## src/rtl/vga_timing_overlay_if.sv

```systemverilog
// vga_timing_overlay_if: status-box control inputs and VGA pin outputs of the overlay generator.
interface vga_timing_overlay_if #(parameter int CW = 4, parameter int XW = 10, parameter int YW = 10);
    logic          alert;
    logic          blink_en;
    logic [XW-1:0] box_x0;
    logic [XW-1:0] box_x1;
    logic [YW-1:0] box_y0;
    logic [YW-1:0] box_y1;
    logic          o_hsync;
    logic          o_vsync;
    logic [CW-1:0] o_red;
    logic [CW-1:0] o_green;
    logic [CW-1:0] o_blue;
    logic          o_active;
    logic          o_frame_start;
    modport master(output alert, blink_en, box_x0, box_x1, box_y0, box_y1,
                   input o_hsync, o_vsync, o_red, o_green, o_blue, o_active, o_frame_start);
    modport slave(input alert, blink_en, box_x0, box_x1, box_y0, box_y1,
                  output o_hsync, o_vsync, o_red, o_green, o_blue, o_active, o_frame_start);
endinterface

```

## src/rtl/vga_timing_overlay.sv

```systemverilog
// vga_timing_overlay: parametrised VGA timing with a frame-latched status box that can blink on alert.
module vga_timing_overlay #(
    parameter int              CW           = 4,
    parameter int              DIV          = 2,
    parameter int              H_ACT        = 640,
    parameter int              H_FP         = 16,
    parameter int              H_SYNC       = 96,
    parameter int              H_BP         = 48,
    parameter int              V_ACT        = 480,
    parameter int              V_FP         = 10,
    parameter int              V_SYNC       = 2,
    parameter int              V_BP         = 33,
    parameter bit              HS_POL       = 1'b0,
    parameter bit              VS_POL       = 1'b0,
    parameter int              XW           = 10,
    parameter int              YW           = 10,
    parameter logic [3*CW-1:0] OK_RGB       = 12'h0F0,
    parameter logic [3*CW-1:0] ALERT_RGB    = 12'hF00,
    parameter logic [3*CW-1:0] BG_RGB       = 12'h000,
    parameter int              BLINK_FRAMES = 30
) (
    input logic                  clk,
    input logic                  reset_n,
    vga_timing_overlay_if.slave  bus
);
    localparam int H_TOT = H_ACT + H_FP + H_SYNC + H_BP;
    localparam int V_TOT = V_ACT + V_FP + V_SYNC + V_BP;
    localparam int DW    = DIV > 1 ? $clog2(DIV) : 1;
    localparam int FW    = BLINK_FRAMES > 1 ? $clog2(BLINK_FRAMES) : 1;
    typedef enum logic {HIDE = 1'b0, SHOW = 1'b1} state_t;
    logic [DW-1:0]   r_div;
    logic [XW-1:0]   r_h, r_x0, r_x1, w_x0, w_x1;
    logic [YW-1:0]   r_v, r_y0, r_y1, w_y0, w_y1;
    logic            r_alert, r_blink, w_alert, w_blink;
    logic            w_tick, w_h_end, w_v_end, w_fs, w_act, w_in, w_hs_on, w_vs_on;
    state_t          r_state, w_state_nx;
    logic [FW-1:0]   r_fcnt, w_fcnt_nx;
    logic            r_hs, r_vs, r_act, r_fs;
    logic [3*CW-1:0] r_rgb, w_rgb;
    assign w_tick  = r_div == DW'(DIV - 1);
    assign w_h_end = r_h == XW'(H_TOT - 1);
    assign w_v_end = r_v == YW'(V_TOT - 1);
    assign w_fs    = w_tick && r_h == '0 && r_v == '0;
    always_ff @(posedge clk or negedge reset_n) begin
        if (!reset_n) begin
            r_div <= '0;
            r_h   <= '0;
            r_v   <= '0;
        end else begin
            r_div <= w_tick ? '0 : r_div + 1'b1;
            if (w_tick) begin
                r_h <= w_h_end ? '0 : r_h + 1'b1;
                if (w_h_end) r_v <= w_v_end ? '0 : r_v + 1'b1;
            end
        end
    end
    // Frame-start pixel already uses the values being latched, so a frame never mixes settings.
    assign w_x0    = w_fs ? bus.box_x0 : r_x0;
    assign w_x1    = w_fs ? bus.box_x1 : r_x1;
    assign w_y0    = w_fs ? bus.box_y0 : r_y0;
    assign w_y1    = w_fs ? bus.box_y1 : r_y1;
    assign w_alert = w_fs ? bus.alert : r_alert;
    assign w_blink = w_fs ? bus.blink_en : r_blink;
    always_ff @(posedge clk or negedge reset_n) begin
        if (!reset_n) begin
            r_x0    <= '0;
            r_x1    <= '0;
            r_y0    <= '0;
            r_y1    <= '0;
            r_alert <= 1'b0;
            r_blink <= 1'b0;
            r_state <= SHOW;
            r_fcnt  <= '0;
        end else begin
            if (w_fs) begin
                r_x0    <= bus.box_x0;
                r_x1    <= bus.box_x1;
                r_y0    <= bus.box_y0;
                r_y1    <= bus.box_y1;
                r_alert <= bus.alert;
                r_blink <= bus.blink_en;
            end
            r_state <= w_state_nx;
            r_fcnt  <= w_fcnt_nx;
        end
    end
    // A fresh alert restarts the blink in the visible phase.
    always_comb begin
        w_state_nx = r_state;
        w_fcnt_nx  = r_fcnt;
        if (w_fs) begin
            if (bus.alert && !r_alert) begin
                w_state_nx = SHOW;
                w_fcnt_nx  = '0;
            end else if (r_fcnt == FW'(BLINK_FRAMES - 1)) begin
                w_state_nx = r_state == SHOW ? HIDE : SHOW;
                w_fcnt_nx  = '0;
            end else begin
                w_fcnt_nx = r_fcnt + 1'b1;
            end
        end
    end
    assign w_act   = r_h < XW'(H_ACT) && r_v < YW'(V_ACT);
    assign w_hs_on = r_h >= XW'(H_ACT + H_FP) && r_h < XW'(H_ACT + H_FP + H_SYNC);
    assign w_vs_on = r_v >= YW'(V_ACT + V_FP) && r_v < YW'(V_ACT + V_FP + V_SYNC);
    assign w_in    = r_h >= w_x0 && r_h < w_x1 && r_v >= w_y0 && r_v < w_y1;
    assign w_rgb   = !w_act ? '0 : !w_in ? BG_RGB : !w_alert ? OK_RGB :
                     (!w_blink || w_state_nx == SHOW) ? ALERT_RGB : BG_RGB;
    always_ff @(posedge clk or negedge reset_n) begin
        if (!reset_n) begin
            r_hs  <= !HS_POL;
            r_vs  <= !VS_POL;
            r_act <= 1'b0;
            r_rgb <= '0;
            r_fs  <= 1'b0;
        end else begin
            if (w_tick) begin
                r_hs  <= w_hs_on ? HS_POL : !HS_POL;
                r_vs  <= w_vs_on ? VS_POL : !VS_POL;
                r_act <= w_act;
                r_rgb <= w_rgb;
            end
            r_fs <= w_fs;
        end
    end
    assign bus.o_hsync       = r_hs;
    assign bus.o_vsync       = r_vs;
    assign bus.o_active      = r_act;
    assign bus.o_frame_start = r_fs;
    assign bus.o_red         = r_rgb[3*CW-1:2*CW];
    assign bus.o_green       = r_rgb[2*CW-1:CW];
    assign bus.o_blue        = r_rgb[CW-1:0];
endmodule

```

## src/flat_wrapper.sv

```systemverilog
// flat-port wrapper written by rule: the top's interface ports become plain ports
module vga_timing_overlay_flat 
#(
    parameter int              CW           = 4,
    parameter int              DIV          = 2,
    parameter int              H_ACT        = 640,
    parameter int              H_FP         = 16,
    parameter int              H_SYNC       = 96,
    parameter int              H_BP         = 48,
    parameter int              V_ACT        = 480,
    parameter int              V_FP         = 10,
    parameter int              V_SYNC       = 2,
    parameter int              V_BP         = 33,
    parameter bit              HS_POL       = 1'b0,
    parameter bit              VS_POL       = 1'b0,
    parameter int              XW           = 10,
    parameter int              YW           = 10,
    parameter logic [3*CW-1:0] OK_RGB       = 12'h0F0,
    parameter logic [3*CW-1:0] ALERT_RGB    = 12'hF00,
    parameter logic [3*CW-1:0] BG_RGB       = 12'h000,
    parameter int              BLINK_FRAMES = 30
)
  (clk, reset_n, bus_alert, bus_blink_en, bus_box_x0, bus_box_x1, bus_box_y0, bus_box_y1, bus_o_hsync, bus_o_vsync, bus_o_red, bus_o_green, bus_o_blue, bus_o_active, bus_o_frame_start);
  vga_timing_overlay_if #(.CW(CW), .XW(XW), .YW(YW)) bus_i ();
  input logic clk;
  input logic reset_n;
  input wire logic [$bits(bus_i.alert)-1:0] bus_alert;
  input wire logic [$bits(bus_i.blink_en)-1:0] bus_blink_en;
  input wire logic [$bits(bus_i.box_x0)-1:0] bus_box_x0;
  input wire logic [$bits(bus_i.box_x1)-1:0] bus_box_x1;
  input wire logic [$bits(bus_i.box_y0)-1:0] bus_box_y0;
  input wire logic [$bits(bus_i.box_y1)-1:0] bus_box_y1;
  output wire logic [$bits(bus_i.o_hsync)-1:0] bus_o_hsync;
  output wire logic [$bits(bus_i.o_vsync)-1:0] bus_o_vsync;
  output wire logic [$bits(bus_i.o_red)-1:0] bus_o_red;
  output wire logic [$bits(bus_i.o_green)-1:0] bus_o_green;
  output wire logic [$bits(bus_i.o_blue)-1:0] bus_o_blue;
  output wire logic [$bits(bus_i.o_active)-1:0] bus_o_active;
  output wire logic [$bits(bus_i.o_frame_start)-1:0] bus_o_frame_start;
  assign bus_i.alert = bus_alert;
  assign bus_i.blink_en = bus_blink_en;
  assign bus_i.box_x0 = bus_box_x0;
  assign bus_i.box_x1 = bus_box_x1;
  assign bus_i.box_y0 = bus_box_y0;
  assign bus_i.box_y1 = bus_box_y1;
  assign bus_o_hsync = bus_i.o_hsync;
  assign bus_o_vsync = bus_i.o_vsync;
  assign bus_o_red = bus_i.o_red;
  assign bus_o_green = bus_i.o_green;
  assign bus_o_blue = bus_i.o_blue;
  assign bus_o_active = bus_i.o_active;
  assign bus_o_frame_start = bus_i.o_frame_start;
  vga_timing_overlay #(.CW(CW), .DIV(DIV), .H_ACT(H_ACT), .H_FP(H_FP), .H_SYNC(H_SYNC), .H_BP(H_BP), .V_ACT(V_ACT), .V_FP(V_FP), .V_SYNC(V_SYNC), .V_BP(V_BP), .HS_POL(HS_POL), .VS_POL(VS_POL), .XW(XW), .YW(YW), .OK_RGB(OK_RGB), .ALERT_RGB(ALERT_RGB), .BG_RGB(BG_RGB), .BLINK_FRAMES(BLINK_FRAMES)) u_core (.clk(clk), .reset_n(reset_n), .bus(bus_i));
endmodule
```

## config.mk

```make
export PLATFORM = sky130hd
export DESIGN_NAME = vga_timing_overlay_flat
export DESIGN_NICKNAME = d
export VERILOG_FILES = /design/src/rtl/vga_timing_overlay_if.sv /design/src/rtl/vga_timing_overlay.sv /design/src/flat_wrapper.sv
export SDC_FILE = /design/constraint.sdc
export NUM_CORES = 1
export LEC_CHECK = 0
export ABC_AREA = 1
export ABC_CLOCK_PERIOD_IN_PS = 8100
export BUFFER_PORTS_ARGS = -buffer_cell sky130_fd_sc_hd__buf_2
export CAP_MARGIN = 30
export CORE_UTILIZATION = 44
export DETAILED_ROUTE_END_ITERATION = 10
export PLACE_DENSITY_LB_ADDON = 0.05
export SETUP_SLACK_MARGIN = 0.5
export SYNTH_ARGS = -nofsm -noshare
export SYNTH_HDL_FRONTEND = slang
export SYNTH_SLANG_ARGS = --single-unit
```

## constraint.sdc

```tcl
create_clock -name clk -period 8.1 [get_ports clk]
set_input_delay 1.215 -clock clk [delete_from_list [all_inputs] [get_ports clk]]
set_output_delay 1.215 -clock clk [all_outputs]
set_load 0.005 [all_outputs]
```

==> flow_metrics.tcl <==
set metrics [dict create \
    reg2reg_to "u_core.r_rgb[7]$_DFFE_PN0P_" \
    cp_common_cell "nand2_1" \
    cts_resized 0 \
    r2r_cells 19 \
    cts_hold_buf 0 \
    first_pass_iters 4 \
    drv_slew 0 \
    synthTopCellsByArea "dfrtp_1 (39%), nand2_1 (13%), ha_1 (12%)" \
    rsz0062_at_grt "no" \
    cp_top_family "simple AND/OR/NAND/NOR gates" \
    finalCritPeriodShare_pct 47.44 \
    use_met1_pct 27.95 \
    cpMaxStageDelayCell "inv_2" \
    status "finished clean" \
    path_buf_inv 4 \
    fp.dieW_um 103.8 \
    place.port_buffers 55 \
    grt_overflow 0 \
    setup_viol 0 \
    cts.clk_slew.worst_paths_ns 0.08 \
    syn_inst 567 \
    area_growth_pct 10.86 \
    via_per_inst 4.854 \
    place.gp.congestion 0.8277 \
    ys_seq_area_share_pct 41.22 \
    cts_buffer_depth 2 \
    grt_max_degree 76 \
    skew_ns 0.009787 \
    ios 60 \
    synth_top_area_cell "dfrtp_1" \
    clock_sinks 75 \
    placed_cells 738 \
    cts_tree "built" \
    min_period_ns 3.842 \
    ant_nets 0 \
    relSlewSlack_pct 51.84 \
    fp-row-count 36 \
    ys_seq_elements 75 \
    most-common-layout-cells "nand2_1 (156), inv_1 (80), dfrtp_1 (72)" \
    fin_nets 705 \
    cp_cell_sequence "inv_1 > ha_1 > nand3_1 > nor2_2 > nand3_4 > inv_2 > nand2_1 > nand2_1 > inv_1 > ha_1 > nand2_1 > inv_1 > o21ai_0 > nand3_1 > a21oi_1 > o221ai_1 > nor2_1 > nand4_1 > nand2_1" \
    wl_per_cell_um 13.23 \
    met3_usage_pct 3.021 \
    grt_pass1_vias 3586 \
    cts_inserted_buffers 9 \
    peakVddDrop_mv 0.06306 \
    synth_top_family_by_area "simple AND/OR/NAND/NOR gates" \
    grt_pass1_wl_um 17280 \
    top_usage_layer "met2" \
    power_w 0.0006963 \
    synth_top_area_share_pct 39.50 \
    synth.avg_cell_area_sq_um 8.046 \
    drc 0 \
    drt_wl_total_um 9991 \
    synthXorXnorAreaFrac_pct 0.5760 \
    startpoint "u_core.r_v[0]$_DFFE_PN0P_" \
    fin_cells 755 \
    layout_commonest_cell "nand2_1" \
    crit_cells 19 \
    crit_fanout 42 \
    synth_simple_gate_area_share_pct 28.39 \
    synthAdderAreaFrac_pct 12.07 \
    die_height_um 103.8 \
    hold_violations 0 \
    fmax_ghz 0.2603 \
    ys_types 44 \
    num_vias 3665 \
    antenna_cells 0 \
    fin_setup_tns_ns 0 \
    reg2reg_setup_slack_ns 4.26 \
    antenna_found_initial 0 \
    coreArea_sq_um 9910 \
    grt_usage_pct 20.19 \
    path_class "flip-flop to flip-flop" \
    cp.required_ns 8.39 \
    power_density_nw_per_um2 137.7 \
    p_leak_nw 2.785 \
    post-cts-setup-buffer-count 0 \
    htreeDepth 3 \
    dieArea_sq_um 10780 \
    endpoint_kind "flip-flop" \
    dp_hpwl_um 7349 \
    tightest_slew_ns 0.7213 \
    worstHoldPathType "flip-flop to flip-flop" \
    cts_root_buffer "clkbuf_8" \
    synth-compound-area-share_pct 6.912 \
    drt_iter0_drc 153 \
    synth_area_sq_um 4562 \
    cp-endpoint "u_core.r_rgb[7]$_DFFE_PN0P_" \
    synth_warnings 0 \
    drive_gt1_share_pct 16.88 \
    crit_arrival_ns 4.13 \
    r2r-start "u_core.r_v[0]$_DFFE_PN0P_" \
    cpPeakStageDelay_ns 0.73 \
    setup.worst_path.start_class "flip-flop" \
    initial_core_util_pct 46.04 \
    clkLatencyLatePin_ns 0.35 \
    grt_use_met2_pct 31.90 \
    synthMuxAreaShare_pct 0.2468 \
    cap_viol_max_count 0 \
]
## cell families after synthesis
family          Yosys count
buf+inv                 107
xor+xnor                  3
mux                       1
other cells               1
fa+ha+maj                44
flops                    75
compound gates           53
simple gates            283
## state kept, by name, indices dropped and copies added (netlist names), 2 cells and up
signal and count:
u_core.r_rgb 2, u_core.r_fcnt 5, u_core.r_h 10, u_core.r_v 10
u_core.r_y0 10, u_core.r_y1 10, u_core.r_x1 10, u_core.r_x0 10
## area by class of cell
cell class | instances | area (sq um)
tap | 133 | 166.4
clock inverter | 3 | 15.01
fill | 973 | 4852
inverter | 87 | 327.8
clock buffer | 13 | 148.9
sequential | 75 | 1881
timing repair buffer | 56 | 305.3
multi-input combinational | 388 | 2213
## tightest hold or removal path: stages, from the launching register on
cell     delay, ns
dfrtp_1       0.32
nand2_1       0.05
nand2_1       0.07
## power breakdown
part / internal [W] / switching [W] / leakage, nW
Combinational: 0.0000222 / 0.0000329 / 1.79
Sequential: 0.000386 / 0.00000332 / 0.903
Clock: 0.000119 / 0.000134 / 0.0872
Total: 0.000526 / 0.000170 / 2.78
## how the worst min path moves through the flow
stage | start | end | cells after the start
after floorplan | u_core.r_x0[1]$_DFF_PN0_ | u_core.r_x0[1]$_DFF_PN0_ | 2
after global placement | u_core.r_x1[7]$_DFF_PN0_ | u_core.r_x1[7]$_DFF_PN0_ | 2
after detailed placement | u_core.r_x1[7]$_DFF_PN0_ | u_core.r_x1[7]$_DFF_PN0_ | 2
after CTS | u_core.r_x1[7]$_DFF_PN0_ | u_core.r_x1[7]$_DFF_PN0_ | 2
after global routing | u_core.r_x1[5]$_DFF_PN0_ | u_core.r_x1[5]$_DFF_PN0_ | 2
final | u_core.r_x1[7]$_DFF_PN0_ | u_core.r_x1[7]$_DFF_PN0_ | 2
## per-layer routing
metal / part of all wire, % / wire [um]
met1: 51 / 5116
met2: 44 / 4398
met3: 3.1 / 307
met4: 1.7 / 168
met5: 0 / 0
## Yosys cell counts, drive strengths merged
library cell  count
a211oi            2
a21oi            26
a221oi            2
a311oi            1
a31oi             1
and2              2
buf              20
clkinv            2
conb              1
dfrtp            72
dfstp             3
ha               44
inv              85
mux2              1
nand2           161
nand3            20
nand4            11
nor2             73
nor3             10
nor4              6
o2111ai           2
o211ai            2
o21a              3
o21ai            12
o221ai            1
o22ai             1
xnor2             2
xor2              1
## through the flow
step | utilization (%) | setup slack (ns) | area (sq um) | hold WS, ns
3_5_place_dp | 49.10 | 4.274 | 4866 | 0.4632
3_3_place_gp | 49.10 | 4.437 | 4866 | 0.4603
5_1_grt | 51.04 | 3.779 | 5057 | 0.4960
4_1_cts | 50.76 | 4.223 | 5030 | 0.4815
6_report | 51.04 | 4.258 | 5057 | 0.4744
2_1_floorplan | - | 5.402 | 4573 | 0.4446
No activity file was read; power rests on OpenSTA's default activity.
